$ cat config.mk
export PLATFORM = sky130hd
export DESIGN_NAME = ahb_arbiter_flat
export DESIGN_NICKNAME = d
export VERILOG_FILES = /design/src/rtl/ahb_arb_pkg.sv /design/src/rtl/ahb_arbiter_if.sv /design/src/rtl/ahb_arb_pick.sv /design/src/rtl/ahb_arbiter.sv /design/src/flat_wrapper.sv
export SDC_FILE = /design/constraint.sdc
export NUM_CORES = 1
export LEC_CHECK = 0
export BUFFER_PORTS_ARGS = -buffer_cell sky130_fd_sc_hd__buf_4
export CORE_MARGIN = 10
export CORE_UTILIZATION = 55
export DETAILED_ROUTE_END_ITERATION = 16
export GPL_TIMING_DRIVEN = 1
export PLACE_DENSITY = 0.79
export RECOVER_POWER = 25
export REMOVE_ABC_BUFFERS = 1
export SLEW_MARGIN = 20
export SYNTH_ARGS = -nofsm -noshare
export SYNTH_HDL_FRONTEND = slang
export SYNTH_SLANG_ARGS = --single-unit
$ cat constraint.sdc
create_clock -name HCLK -period 4.15 [get_ports HCLK]
set_input_delay 0.83 -clock HCLK [delete_from_list [all_inputs] [get_ports HCLK]]
set_output_delay 0.83 -clock HCLK [all_outputs]
set_load 0.005 [all_outputs]
$ cat src/rtl/ahb_arb_pkg.sv
// rtl/ahb_arb_pkg.sv - shared AHB encodings, arbiter state type and burst-length helper
package ahb_arb_pkg;

    typedef enum logic [1:0] {
        HTRANS_IDLE   = 2'd0,
        HTRANS_BUSY   = 2'd1,
        HTRANS_NONSEQ = 2'd2,
        HTRANS_SEQ    = 2'd3
    } htrans_t;

    typedef enum logic [2:0] {
        HBURST_SINGLE = 3'd0,
        HBURST_INCR   = 3'd1,
        HBURST_WRAP4  = 3'd2,
        HBURST_INCR4  = 3'd3,
        HBURST_WRAP8  = 3'd4,
        HBURST_INCR8  = 3'd5,
        HBURST_WRAP16 = 3'd6,
        HBURST_INCR16 = 3'd7
    } hburst_t;

    typedef enum logic [1:0] {
        ST_IDLE   = 2'd0,
        ST_OWNED  = 2'd1,
        ST_BURST  = 2'd2,
        ST_LOCKED = 2'd3
    } arb_state_t;

    // Re-arbitration is allowed once at most this many beats remain.
    localparam logic [4:0] CNT_REARB_MAX = 5'd1;

    // Number of beats in a burst; undefined-length INCR counts as one beat.
    function automatic logic [4:0] burst_beats(input hburst_t burst);
        logic [4:0] beats;
        case (burst)
            HBURST_WRAP4,  HBURST_INCR4:  beats = 5'd4;
            HBURST_WRAP8,  HBURST_INCR8:  beats = 5'd8;
            HBURST_WRAP16, HBURST_INCR16: beats = 5'd16;
            default:                      beats = 5'd1;
        endcase
        return beats;
    endfunction

endpackage

$ cat src/rtl/ahb_arbiter_if.sv
// rtl/ahb_arbiter_if.sv - arbitration signals between the bus masters and the arbiter
interface ahb_arbiter_if #(
    parameter int NUM_MASTERS = 4
);
    localparam int MASTER_W = $clog2(NUM_MASTERS);

    logic [NUM_MASTERS-1:0] HBUSREQ;
    logic [NUM_MASTERS-1:0] HLOCK;
    logic [1:0]             HTRANS;
    logic [2:0]             HBURST;
    logic                   HREADY;
    logic [NUM_MASTERS-1:0] HGRANT;
    logic [MASTER_W-1:0]    HMASTER;
    logic                   HMASTLOCK;

    // Master side: requests and the muxed address-phase controls go out, grants come back.
    modport master (
        output HBUSREQ, HLOCK, HTRANS, HBURST, HREADY,
        input  HGRANT, HMASTER, HMASTLOCK
    );

    // Arbiter side.
    modport slave (
        input  HBUSREQ, HLOCK, HTRANS, HBURST, HREADY,
        output HGRANT, HMASTER, HMASTLOCK
    );

endinterface

$ cat src/rtl/ahb_arb_pick.sv
// rtl/ahb_arb_pick.sv - combinational rotating picker: first requester after the start pointer
module ahb_arb_pick #(
    parameter  int NUM_MASTERS = 4,
    localparam int MASTER_W    = $clog2(NUM_MASTERS)
) (
    input  logic [NUM_MASTERS-1:0] req_i,
    input  logic [MASTER_W-1:0]    ptr_i,
    output logic [NUM_MASTERS-1:0] gnt_o,
    output logic                   valid_o
);

    // Walk ptr+1, ptr+2, ... wrapping, ending on ptr itself; first requester wins.
    always_comb begin
        logic [MASTER_W-1:0] idx;
        gnt_o   = '0;
        valid_o = 1'b0;
        idx     = '0;
        for (int i = 1; i <= NUM_MASTERS; i++) begin
            idx = MASTER_W'((int'(ptr_i) + i) % NUM_MASTERS);
            if (!valid_o && req_i[idx]) begin
                gnt_o[idx] = 1'b1;
                valid_o    = 1'b1;
            end
        end
    end

endmodule

$ cat src/rtl/ahb_arbiter.sv
// rtl/ahb_arbiter.sv - AHB bus arbiter with burst/lock protection; AHB_ARB_FIXED_PRIO_EN selects fixed priority
module ahb_arbiter
    import ahb_arb_pkg::*;
#(
    parameter int NUM_MASTERS    = 4,
    parameter int DEFAULT_MASTER = 0
) (
    input logic          HCLK,
    input logic          HRESET,
    ahb_arbiter_if.slave bus
);

    localparam int                     MASTER_W = $clog2(NUM_MASTERS);
    localparam logic [MASTER_W-1:0]    DEF_IDX  = MASTER_W'(DEFAULT_MASTER);
    localparam logic [NUM_MASTERS-1:0] DEF_GNT  = NUM_MASTERS'(1) << DEFAULT_MASTER;

    function automatic logic [MASTER_W-1:0] oh2idx(input logic [NUM_MASTERS-1:0] oh);
        logic [MASTER_W-1:0] idx;
        idx = '0;
        for (int i = 0; i < NUM_MASTERS; i++) begin
            if (oh[i]) idx = MASTER_W'(i);
        end
        return idx;
    endfunction

    logic [NUM_MASTERS-1:0] grant_q, grant_d;
    logic [MASTER_W-1:0]    grant_idx, grant_d_idx;
    logic [MASTER_W-1:0]    hmaster_q;
    logic                   hmastlock_q;
    logic [4:0]             cnt_q, cnt_d;
    arb_state_t             state_q, state_d;
    htrans_t                htrans;
    hburst_t                hburst;
    logic                   rearb_ok;
    logic [MASTER_W-1:0]    pick_ptr;
    logic [NUM_MASTERS-1:0] pick_gnt;
    logic                   pick_valid;

    assign htrans    = htrans_t'(bus.HTRANS);
    assign hburst    = hburst_t'(bus.HBURST);
    assign grant_idx = oh2idx(grant_q);

`ifdef AHB_ARB_FIXED_PRIO_EN
    // Starting the search just past the top index makes master 0 the highest priority.
    assign pick_ptr = MASTER_W'(NUM_MASTERS - 1);
`else
    logic [MASTER_W-1:0] ptr_q;
    assign pick_ptr = ptr_q;
`endif

    ahb_arb_pick #(
        .NUM_MASTERS(NUM_MASTERS)
    ) u_pick (
        .req_i  (bus.HBUSREQ),
        .ptr_i  (pick_ptr),
        .gnt_o  (pick_gnt),
        .valid_o(pick_valid)
    );

    // Remaining-beat count of the address-phase owner after this transfer is accepted.
    always_comb begin
        cnt_d = cnt_q;
        case (htrans)
            HTRANS_IDLE:   cnt_d = '0;
            HTRANS_BUSY:   cnt_d = cnt_q;
            HTRANS_NONSEQ: cnt_d = burst_beats(hburst) - 5'd1;
            HTRANS_SEQ:    cnt_d = (cnt_q == '0) ? '0 : cnt_q - 5'd1;
            default:       cnt_d = cnt_q;
        endcase
    end

    // Grant moves only when no lock is held and the burst is on its last beat or done.
    always_comb begin
        rearb_ok = (state_q != ST_LOCKED) && !bus.HLOCK[grant_idx] && (cnt_d <= CNT_REARB_MAX);
        grant_d  = grant_q;
        if (rearb_ok) begin
            grant_d = pick_valid ? pick_gnt : DEF_GNT;
        end
        grant_d_idx = oh2idx(grant_d);
        // LOCKED follows the master holding the grant after this edge, so a fresh
        // locked grantee is protected from its very first cycle.
        if (bus.HLOCK[grant_d_idx]) begin
            state_d = ST_LOCKED;
        end else if (htrans == HTRANS_IDLE) begin
            state_d = ST_IDLE;
        end else if (cnt_d > CNT_REARB_MAX) begin
            state_d = ST_BURST;
        end else begin
            state_d = ST_OWNED;
        end
    end

    // Arbiter FSM and registered outputs; a stalled bus (HREADY=0) freezes everything.
    always_ff @(posedge HCLK) begin
        if (HRESET) begin
            grant_q     <= DEF_GNT;
            hmaster_q   <= DEF_IDX;
            hmastlock_q <= 1'b0;
            cnt_q       <= '0;
            state_q     <= ST_IDLE;
`ifndef AHB_ARB_FIXED_PRIO_EN
            ptr_q       <= DEF_IDX;
`endif
        end else if (bus.HREADY) begin
            grant_q     <= grant_d;
            hmaster_q   <= grant_idx;
            hmastlock_q <= bus.HLOCK[grant_idx];
            cnt_q       <= cnt_d;
            state_q     <= state_d;
`ifndef AHB_ARB_FIXED_PRIO_EN
            if (grant_d != grant_q) begin
                ptr_q <= grant_d_idx;
            end
`endif
        end
    end

    assign bus.HGRANT    = grant_q;
    assign bus.HMASTER   = hmaster_q;
    assign bus.HMASTLOCK = hmastlock_q;

    // A grant must always name exactly one master.
    assert property (@(posedge HCLK) disable iff (HRESET) $onehot(grant_q));

endmodule

$ cat src/flat_wrapper.sv
// flat-port wrapper written by rule: the top's interface ports become plain ports
module ahb_arbiter_flat import ahb_arb_pkg::*;
#(
    parameter int NUM_MASTERS    = 4,
    parameter int DEFAULT_MASTER = 0
)
  (HCLK, HRESET, bus_HBUSREQ, bus_HLOCK, bus_HTRANS, bus_HBURST, bus_HREADY, bus_HGRANT, bus_HMASTER, bus_HMASTLOCK);
  ahb_arbiter_if #(.NUM_MASTERS(NUM_MASTERS)) bus_i ();
  input logic HCLK;
  input logic HRESET;
  input wire logic [$bits(bus_i.HBUSREQ)-1:0] bus_HBUSREQ;
  input wire logic [$bits(bus_i.HLOCK)-1:0] bus_HLOCK;
  input wire logic [$bits(bus_i.HTRANS)-1:0] bus_HTRANS;
  input wire logic [$bits(bus_i.HBURST)-1:0] bus_HBURST;
  input wire logic [$bits(bus_i.HREADY)-1:0] bus_HREADY;
  output wire logic [$bits(bus_i.HGRANT)-1:0] bus_HGRANT;
  output wire logic [$bits(bus_i.HMASTER)-1:0] bus_HMASTER;
  output wire logic [$bits(bus_i.HMASTLOCK)-1:0] bus_HMASTLOCK;
  assign bus_i.HBUSREQ = bus_HBUSREQ;
  assign bus_i.HLOCK = bus_HLOCK;
  assign bus_i.HTRANS = bus_HTRANS;
  assign bus_i.HBURST = bus_HBURST;
  assign bus_i.HREADY = bus_HREADY;
  assign bus_HGRANT = bus_i.HGRANT;
  assign bus_HMASTER = bus_i.HMASTER;
  assign bus_HMASTLOCK = bus_i.HMASTLOCK;
  ahb_arbiter #(.NUM_MASTERS(NUM_MASTERS), .DEFAULT_MASTER(DEFAULT_MASTER)) u_core (.HCLK(HCLK), .HRESET(HRESET), .bus(bus_i));
endmodule
==> impl_metrics.yaml <==
routing:
  viasPerCell: 6.010
  dr.pass1.iters: 4
  wl_per_cell_um: 15.74
  vias: 1160
  drc_errors: 0
  drtAntennaViolNets: 0
  routed_wl_mm: 3.037
  drt-initial-drc-count: 52
yosys:
  ys.warnings.count: 0
  avgSynthCellArea_um2: 8.523
  synth_top_cell_by_area: "dfxtp_1"
  synth.distinct_cells: 47
  synth_top_cell_area_share: 0.2522
  ys.flop_type: "dfxtp_1"
  synth-edff-count: 0
  synth-async-reset-ratio: 0
  synthCells: 149
  yosys-top-cells-area: "dfxtp_1 25%, ha_1 6.9%, mux2i_1 6.3%"
  syn_area_um2: 1270
  yosysSeqAreaShare: 0.2522
  ys_ff_latch: 16
cts:
  cts-root-buf: "clkbuf_4"
  hold_buffers: 0
  path_clk_slew_ns: 0.08
  cts_buffer_depth: 2
  cts_setup_buffers: 0
  clock_latency_ns: 0.28
  numCtsBuffers: 3
  htreeDepth: 1
  cts.sinks: 16
  cts_tree: "built"
  cts_resized: 0
pwr:
  p_int_mw: 0.3060
  p_comb_frac: 0.461
  p_leak_nw: 0.5989
  p_seq_frac: 0.380
  cellPowerDensity_nw_per_um2: 339.5
  netSwitchingFraction: 0.3752
  peakVddDrop_v: 0.0002723
  power.switching_mw: 0.1838
  p_clk_frac: 0.158
grt:
  grt_pass1_vias: 1121
  antenna_found_initial: 0
  grt_max_degree: 26
  overflow: 0
  grtUsageTotal: 0.1353
  grt_pass1_wl_mm: 5.071
placed_design:
  pre_cts_ws_ns: 0.6483
  place.gp.congestion: 0.8185
  portBuffers: 21
  hpwlAfterDp_mm: 2.418
  dp.cells: 190
cells_and_area:
  layout-drive-gt1-share: 0.1818
  final_cell_mix: "20 x nor2_1, 20 x buf_4, 16 x dfxtp_1"
  nFillCells: 195
  final_nets: 190
  layoutNonFillerInstCount: 193
  diodes: 0
  final_core_util: 0.6521
  area_delta_synth_final_pct: 13.60
timing:
  setup_viol: 0
  rsz0062_at_grt: "false"
  max_freq_mhz: 291.2
  relSlewSlack: 0.3567
  min_period_ns: 3.434
  slew_violations: 0
  finalHoldViolCount: 0
  finalCritPeriodShare: 0.8275
  worst_slew_pin_slew_ns: 0.9561
  skew_ns: 0.004895
  fin_setup_tns_ns: 0
  fin_ws_ns: 0.7157
floorplanning:
  pin_count: 23
  die_height_um: 68.05
  initial_core_util: 0.5741
  dieArea_um2: 4631
  core_um2: 2212
  rows: 17
  die_width_um: 68.05
min_path:
  min_from: "u_core.bus.HMASTER[0]$_SDFFE_PP0P_"
  hold_path.class: "flop to flop"
worst_setup_path:
  reg2reg_from: "u_core.pick_ptr[0]$_SDFFE_PP0P_"
  cp-end-kind: "flop"
  criticalPathCategory: "flop to flop"
  required_ns: 4.34
  worstPathMaxFanout: 9
  startpoint: "u_core.pick_ptr[0]$_SDFFE_PP0P_"
  r2r_slack_ns: 0.72
  cp_data_arrival_time_ns: 3.62
  worst_setup_path_start_kind: "flop"
flow_run:
  cap_violations: 0
outcome:
  outcome: "finished clean"
==> stage by stage <==
stage | hold slack [ns] | cell area (um^2) | power, mW
final | 0.4931 | 1443 | 0.4898
after global routing | 0.5132 | 1443 | 0.5284
after CTS | 0.4980 | 1446 | 0.4939
after detailed placement | 0.4811 | 1424 | 0.4139
after global placement | 0.4768 | 1424 | 0.4040
after floorplan | 0.4562 | 1231 | 0.3495
==> path summary, 6_finish.rpt <==
kind | endpoint | depth (start not counted)
worst max-delay path | u_core.pick_ptr[0]$_SDFFE_PP0P_ | 10
worst min-delay path | u_core.bus.HMASTER[0]$_SDFFE_PP0P_ | 2
worst max register to register | u_core.pick_ptr[0]$_SDFFE_PP0P_ | 10
worst min register to register | u_core.bus.HMASTER[0]$_SDFFE_PP0P_ | 2
==> registers in the layout (all words and copies together), names as in the netlist <==
name / cells
u_core.state_q: 2
u_core.bus.HMASTLOCK: 1
u_core.cnt_q: 5
u_core.bus.HMASTER: 2
u_core.bus.HGRANT: 4
u_core.pick_ptr: 2
==> per-layer routing <==
metal	track usage	up-vias	wire (um)
met3	0.04568	8	152
li1	-	589	-
met5	0	-	0
met4	0.03015	0	55
met2	0.2256	20	1455
met1	0.1646	543	1373
==> cell families after synthesis <==
family          count (synthesis)  share of synthesized area
mux                            11                     0.1163
flops                          16                     0.2522
buf+inv                        18                    0.06010
xor+xnor                        5                    0.03449
compound gates                 43                     0.2719
fa+ha+maj                       7                    0.06896
simple gates                   49                     0.1961
==> cell usage after synthesis, types with 3 or more instances <==
master / instances
nor2_1: 20
dfxtp_1: 16
a211oi_1: 10
inv_1: 10
mux2i_1: 8
ha_1: 7
nand2_1: 7
o21ai_0: 7
clkbuf_1: 6
nor2b_1: 6
a221oi_1: 3
mux4_2: 3
nor3b_1: 3
xor2_1: 3
==> area by class of cell <==
| type | instances | area [um^2] | share of cell area |
|---|---|---|---|
| Clock buffer | 3 | 22.52 | 0.01561 |
| Inverter | 10 | 37.54 | 0.02602 |
| Multi-Input combinational cell | 115 | 873.3 | 0.6054 |
| Sequential cell | 16 | 320.3 | 0.2220 |
| Tap cell | 28 | 35.03 | 0.02428 |
| Timing Repair Buffer | 21 | 153.9 | 0.1067 |
==> power groups by stage <==
stage          Combinational [mW]  Sequential (mW)  Clock (mW)
2_1_floorplan               0.163            0.186           0
3_3_place_gp                0.215            0.189           0
3_5_place_dp                0.224            0.190           0
4_1_cts                     0.225            0.186      0.0823
5_1_grt                     0.251            0.189      0.0890
6_report                    0.226            0.186      0.0776
==> worst max-delay path: stages, from the launching register on <==
cell and delay (ns):
dfxtp_1 0.55, inv_1 0.16, ha_1 0.35, mux4_2 0.38, mux2i_1 0.15, a221oi_1 0.49
xor2_1 0.13, or4_4 0.55, a211oi_4 0.28, nor2_1 0.08, a311oi_2 0.21
Power figures use the tool's default switching activity.
